<file path="src/rtl/branch_redirect_ctrl.sv">
// Branch redirect controller: turns a resolved mispredict into a fetch redirect, flush pulses,
// a history write and an issue drain. Optional perf counters are enabled by BRU_PERF_CNT_EN.
`ifndef GSHARE_GHSR_WIDTH
`define GSHARE_GHSR_WIDTH 8
`endif

module branch_redirect_ctrl #(
   parameter int GHSR_W       = `GSHARE_GHSR_WIDTH,
   parameter int DRAIN_CYCLES = 2
) (
   input  logic              clk,
   input  logic              reset_n,
   input  logic              bj_valid,
   input  logic              bj_flush,
   input  logic [31:0]       bj_target_pc,
   input  logic              bj_taken,
   input  logic              bj_update_ghsr,
   input  logic [GHSR_W-1:0] bj_ghsr_restore,
   input  logic              fetch_ready,
   output logic              redirect_valid,
   output logic [31:0]       redirect_pc,
   output logic              ghsr_wr_en,
   output logic [GHSR_W-1:0] ghsr_wr_data,
   output logic              flush_front,
   output logic              flush_back,
   output logic              stall_issue,
`ifdef BRU_PERF_CNT_EN
   output logic [31:0]       perf_branches,
   output logic [31:0]       perf_mispredicts,
`endif
   output logic              busy
);

   typedef enum logic [1:0] {IDLE = 2'd0, REDIRECT = 2'd1, DRAIN = 2'd2} state_e;

   // Counter is loaded with one less than the drain length so DRAIN lasts exactly DRAIN_CYCLES.
   localparam logic [3:0] DRAIN_LOAD = (DRAIN_CYCLES > 0) ? 4'(DRAIN_CYCLES - 1) : 4'd0;

   state_e            state_q, state_d;
   logic [31:0]       pc_q, pc_d;
   logic [GHSR_W-1:0] ghsr_q, ghsr_d;
   logic [GHSR_W-1:0] wr_hold_q;
   logic [GHSR_W-1:0] hist_new;
   logic              first_q, first_d;
   logic              wr_en_q, wr_en_d;
   logic [3:0]        cnt_q, cnt_d;

   // Shift the resolved direction into the pre-branch history; the oldest bit falls off.
   assign hist_new = GHSR_W'({bj_ghsr_restore, bj_taken});

   always_comb begin
      state_d = state_q;
      pc_d    = pc_q;
      ghsr_d  = ghsr_q;
      cnt_d   = cnt_q;
      first_d = 1'b0;
      wr_en_d = 1'b0;
      case (state_q)
         IDLE: begin
            if (bj_valid) begin
               if (bj_flush) begin
                  pc_d    = bj_target_pc;
                  ghsr_d  = hist_new;
                  first_d = 1'b1;
                  wr_en_d = bj_update_ghsr;
                  state_d = REDIRECT;
               end else if (bj_update_ghsr) begin
                  ghsr_d  = hist_new;
                  wr_en_d = 1'b1;
               end
            end
         end
         REDIRECT: begin
            if (fetch_ready) begin
               if (DRAIN_CYCLES > 0) begin
                  state_d = DRAIN;
                  cnt_d   = DRAIN_LOAD;
               end else begin
                  state_d = IDLE;
               end
            end
         end
         DRAIN: begin
            if (cnt_q == 4'd0) begin
               state_d = IDLE;
            end else begin
               cnt_d = cnt_q - 4'd1;
            end
         end
         default: state_d = IDLE;
      endcase
   end

   always_ff @(posedge clk or negedge reset_n) begin
      if (!reset_n) begin
         state_q   <= IDLE;
         pc_q      <= '0;
         ghsr_q    <= '0;
         wr_hold_q <= '0;
         cnt_q     <= '0;
         first_q   <= 1'b0;
         wr_en_q   <= 1'b0;
      end else begin
         state_q <= state_d;
         pc_q    <= pc_d;
         ghsr_q  <= ghsr_d;
         cnt_q   <= cnt_d;
         first_q <= first_d;
         wr_en_q <= wr_en_d;
         if (wr_en_q) begin
            wr_hold_q <= ghsr_q;
         end
      end
   end

   // History output only moves on a write; otherwise it shows the last value written.
   assign ghsr_wr_en     = wr_en_q;
   assign ghsr_wr_data   = wr_en_q ? ghsr_q : wr_hold_q;
   assign redirect_valid = (state_q == REDIRECT);
   assign redirect_pc    = pc_q;
   assign flush_front    = first_q;
   assign flush_back     = first_q;
   assign stall_issue    = (state_q == DRAIN);
   assign busy           = (state_q != IDLE);

`ifdef BRU_PERF_CNT_EN
   logic [31:0] perf_br_q, perf_mp_q;

   always_ff @(posedge clk or negedge reset_n) begin
      if (!reset_n) begin
         perf_br_q <= '0;
         perf_mp_q <= '0;
      end else if ((state_q == IDLE) && bj_valid) begin
         perf_br_q <= perf_br_q + 32'd1;
         if (bj_flush) begin
            perf_mp_q <= perf_mp_q + 32'd1;
         end
      end
   end

   assign perf_branches    = perf_br_q;
   assign perf_mispredicts = perf_mp_q;
`endif

endmodule

</file>
<file path="config.mk">
export PLATFORM = sky130hd
export DESIGN_NAME = branch_redirect_ctrl
export DESIGN_NICKNAME = d
export VERILOG_FILES = /design/src/rtl/branch_redirect_ctrl.sv
export SDC_FILE = /design/constraint.sdc
export NUM_CORES = 1
export LEC_CHECK = 0
export ABC_CLOCK_PERIOD_IN_PS = 4100
export CAP_MARGIN = 20
export CORE_UTILIZATION = 35
export CTS_CLUSTER_DIAMETER = 50
export DETAILED_ROUTE_END_ITERATION = 8
export PLACE_DENSITY = 0.64
export SYNTH_ARGS = -nofsm -noshare
export SYNTH_HDL_FRONTEND = slang
export SYNTH_SLANG_ARGS = --single-unit
export TNS_END_PERCENT = 10
</file>
<file path="constraint.sdc">
create_clock -name clk -period 4.1 [get_ports clk]
set_input_delay 0.615 -clock clk [delete_from_list [all_inputs] [get_ports clk]]
set_output_delay 0.615 -clock clk [all_outputs]
set_load 0.01 [all_outputs]
</file>
Yosys cells after proc, flatten, opt, wreduce, memory -nomap -nowiden

Cells that the tools add are included.

Memories kept: 0
Bits in latches: 0
Flip-flop bits (word level): 56
Memory bits (writable): 0
ROM bits: 0
Logic and storage cells: 42

Divide/modulo/power cells: 0
Multiply operators: 0
Multiplexer cells: 18
Order comparisons: 0
Shift-type cells: 0
Bitwise operators: 0
Reductions and logical operators: 9
Equality and inequality tests: 7
Add/sub/neg operators: 1

Operators by type and width:

| operator                                         | count |
|---|---|
| 2-to-1 mux 8 bit                                 | 3 |
| AND reduction 3 bit                              | 3 |
| 2-to-1 mux 2 bit                                 | 4 |
| 2-to-1 mux 4 bit                                 | 2 |
| != test 2 bit, second input constant             | 4 |
| one-hot mux 4 bit (2 select lines)               | 1 |
| 2-to-1 mux 1 bit                                 | 7 |
| one-hot mux 2 bit (3 select lines)               | 1 |
| nonzero test 2 bit                               | 3 |
| zero test 4 bit                                  | 1 |
| AND reduction 4 bit                              | 1 |
| subtractor 4 x 1 -> 4 bit, second input constant | 1 |
| == test 2 x 1 -> 1 bit, second input constant    | 1 |
| == test 2 bit, second input constant             | 1 |
| zero test 2 bit                                  | 1 |
| != test 2 x 1 -> 1 bit, second input constant    | 1 |

Longest topological paths before layout

Depth in word-level cells: 4
Gate-level depth with buffers: 5
Gate-level depth less buffers: 5

Worst setup path after synthesis

OpenSTA, ideal clock, no wires.

Kind: register -> output
Start: register wr_en_q, in the netlist ghsr_wr_en
End: output port ghsr_wr_data[0]
Setup slack: 2417 ps
Buffers on the path: 1
Arrival time: 1068 ps
Stages on the path, launching flop included: 3
Required time: 3485 ps
Path through: dfrtp_1 > clkbuf_1 > mux2_2

Word-level cells in the longest chain between the ends: 1

RTL lines:

| item                   | line | source |
|---|---|---|
| start, declared        | 45   | `logic wr_en_q, wr_en_d;` |
| start signal, assigned | 109  | `wr_en_q <= wr_en_d;` |
| 2-to-1 mux 8 bit       | n/a  |  |
| end, declared          | 23   | `output logic [GHSR_W-1:0] ghsr_wr_data,` |

Every way passes these cells.

Worst setup path in the final report

Start: register wr_en_q, in the netlist ghsr_wr_en
End: output port ghsr_wr_data[7]

The elaborated chain is that of the path after synthesis.

==> flow_summary.json <==
{
  "cts_buffer_depth": 2,
  "start_util_pct": 36.5,
  "p_int_uw": 1690,
  "firstDrtPassIters": 6,
  "worstPathMaxFanout": 9,
  "track_usage_pct": 13.1,
  "synth-seq-cells": 56,
  "drtAntennaViolNets": 0,
  "setup_violations": 0,
  "cts_buffers": 5,
  "status": "finished, violations left",
  "final_max_slew_viol_count": 0,
  "maxCapViolations": 0,
  "viasPerCell": 4.62,
  "drc": 22,
  "start_kind": "register",
  "fin_crit_ps": 2370,
  "synth_nets": 190,
  "power_switching_uw": 678,
  "synthCells": 141,
  "crit_type": "register to primary output",
  "p_leak_uw": 0.00147,
  "switching_share_pct": 28.6,
  "failed_checks": "design-rule violations",
  "die-area_sq_um": 7040,
  "holdBufCountCts": 0,
  "grt-ovfl-total": 0,
  "grt_pass1_wl_mm": 7.18,
  "hold_slack_ps": 288,
  "die_x_um": 83.9,
  "via_count": 1432,
  "rsz0062_at_grt": "false",
  "reg2reg_depth": 3,
  "yosys_warnings": 0,
  "clk_latency_ps": 300,
  "cellPowerDensity_nw_per_um2": 706,
  "relSlewSlack_pct": 57.5,
  "grt_max_degree": 35,
  "hold_viol": 0,
  "worst_slew_pin_slew_ps": 637,
  "grt_pass1_vias": 1440,
  "drt_iter0_drc": 60,
  "rows": 29,
  "syn_avg_cell_area_sq_um": 16.6,
  "postCtsSetupBuffers": 0,
  "cts_resized": 0,
  "ir_drop_mv": 0.291,
  "required_ps": 3480,
  "fin_tns_setup_ps": 0,
  "hold_class": "input port to asynchronous set/reset pin",
  "dpl.hpwl_mm": 3.04,
  "final_area_sq_um": 3360,
  "post_drt_wl_per_cell_um": 13.9,
  "final.setup_skew_ps": 8.54,
  "core_sq_um": 6420,
  "combPwrFrac_pct": 47.1,
  "fp.dieH_um": 83.9,
  "max_freq_mhz": 423,
  "synthesis.area_sq_um": 2350,
  "antenna_found_initial": 0,
  "pwr-share-seq_pct": 40.0,
  "globalplace.congestion": 0.655,
  "cts_root_buffer": "clkbuf_8",
  "drive_gt1_share_pct": 26.6,
  "ys_types": 26,
  "areaGrowthSynthToFinish_pct": 43.1,
  "io_buffer_count": 91,
  "postPlaceCellArea_sq_um": 3260,
  "io_pins": 93,
  "final_nets": 281,
  "clk_pin_slew_worst_paths_ps": 100,
  "diodes": 0,
  "htreeDepth": 2,
  "cts_num_sinks": 56,
  "endpoint_kind": "primary output",
  "fin_crit_sh_pct": 57.7,
  "cts_tree": "done",
  "worstPathArrival_ps": 1750,
  "synth_seq_area_share_pct": 59.7,
  "fillers": 565,
  "wl_mm": 4.32,
  "clockPowerShare_pct": 12.9
}
sequential cells by signal (all words and copies together) (netlist names):
signal / flops
redirect_pc: 32
ghsr_q: 8
wr_hold_q: 8
cnt_q: 4
state_q: 2
flush_back: 1
ghsr_wr_en: 1
through the flow:
| stage | total power, uW | util [%] | worst slack, ps | instances |
|---|---|---|---|---|
| detailed placement | 2090 | 50.8 | 1820 | 302 |
| finish | 2370 | 52.3 | 1730 | 310 |
| global route | 2520 | 52.3 | 1620 | 310 |
| CTS | 2410 | 52.3 | 1700 | 310 |
| global placement | 2080 | 50.8 | 1820 | 302 |
| floorplan | 1540 | - | 2420 | 141 |
power by group through the flow:
stage | registers (uW) | logic, uW | clock network [uW]
detailed placement | 963 | 1120 | 0
CTS | 952 | 1130 | 322
finish | 949 | 1120 | 306
global route | 987 | 1190 | 343
global placement | 955 | 1120 | 0
floorplan | 1030 | 512 | 0
cells in the mapped netlist:
library cell  count  area [sq um]
mux2_4           28           420
buf_2             2          10.0
ha_1              2          25.0
nor2_2            1          6.26
a21oi_1           1          5.00
buf_12            3          60.1
a21boi_2          1          11.3
and2b_1           2          15.0
dfrtp_1          56          1400
mux2i_1           1          10.0
nor4_1            1          6.26
buf_6             1          11.3
o311ai_0          1          8.76
o211a_1           1          10.0
or3b_2            1          8.76
buf_4             1          7.51
inv_1             5          18.8
nand3_1           3          15.0
a21o_1            1          7.51
nand2_1           2          7.51
clkbuf_1          1          3.75
nand3b_1          2          15.0
and3_4            2          22.5
o2bb2ai_1         1          8.76
and3_1            1          6.26
mux2_2           20           225
logic make-up (layout without fill, tap and decap cells):
group,Yosys count,after routing,share of synthesized area (%)
buffers and inverters,13,105,4.74
adders and majority gates,2,2,1.07
and+or+nand+nor,15,15,4.37
muxes,49,49,27.9
DFF,56,56,59.7
AOI/OAI and AO/OA,6,6,2.19
critical path: stages (launching register included):
cell and delay (ps):
dfrtp_1 570, mux2_2 400, clkdlybuf4s50_1 480
path summary, 6_finish.rpt:
| kind | from | end | slack [ps] |
|---|---|---|---|
| min in group clk | wr_hold_q[0]$_DFF_PN0_ | wr_hold_q[0]$_DFF_PN0_ | 500 |
| max in group asynchronous | reset_n | redirect_pc[1]$_DFFE_PN0P_ | 3000 |
| max reg2reg | state_q[1]$_DFFE_PN0P_ | redirect_pc[4]$_DFFE_PN0P_ | 2360 |
| min | reset_n | redirect_pc[13]$_DFFE_PN0P_ | 290 |
| min reg2reg | wr_hold_q[0]$_DFF_PN0_ | wr_hold_q[0]$_DFF_PN0_ | 500 |
| max | ghsr_wr_en$_DFF_PN0_ | ghsr_wr_data[7] | 1730 |
final cells by class:
type                       count  area, sq um  share of cell area (%)
timing repair buffer          92          913                    27.2
multi-input combinational     72          835                    24.9
inverter                       5         18.8                   0.559
clock inverter                 1         7.51                   0.224
sequential                    56         1400                    41.7
clock buffer                   7         86.3                    2.57
tap                           77         96.3                    2.87
layout by cell type, fill, tap and decap left out, drive strengths merged:
cell type	synthesis	layout
nor4	1	1
nor2	1	1
a21oi	1	1
clkinvlp	0	1
a21boi	1	1
nand3	3	3
nand3b	2	2
or3b	1	1
o311ai	1	1
buf	7	2
ha	2	2
and2b	2	2
and3	3	3
clkdlybuf4s50	0	90
inv	5	5
mux2i	1	1
dfrtp	56	56
o2bb2ai	1	1
nand2	2	2
clkbuf	1	7
mux2	48	48
o211a	1	1
a21o	1	1
metal layers:
layer / GRT usage (%) / wire (um) / vias to the layer above
li1: - / - / 666
met1: 19.0 / 2170 / 695
met2: 19.4 / 1780 / 65
met3: 3.66 / 329 / 6
met4: 3.29 / 45 / 0
met5: 0 / 0 / -
(Power assumes the default switching activity.)
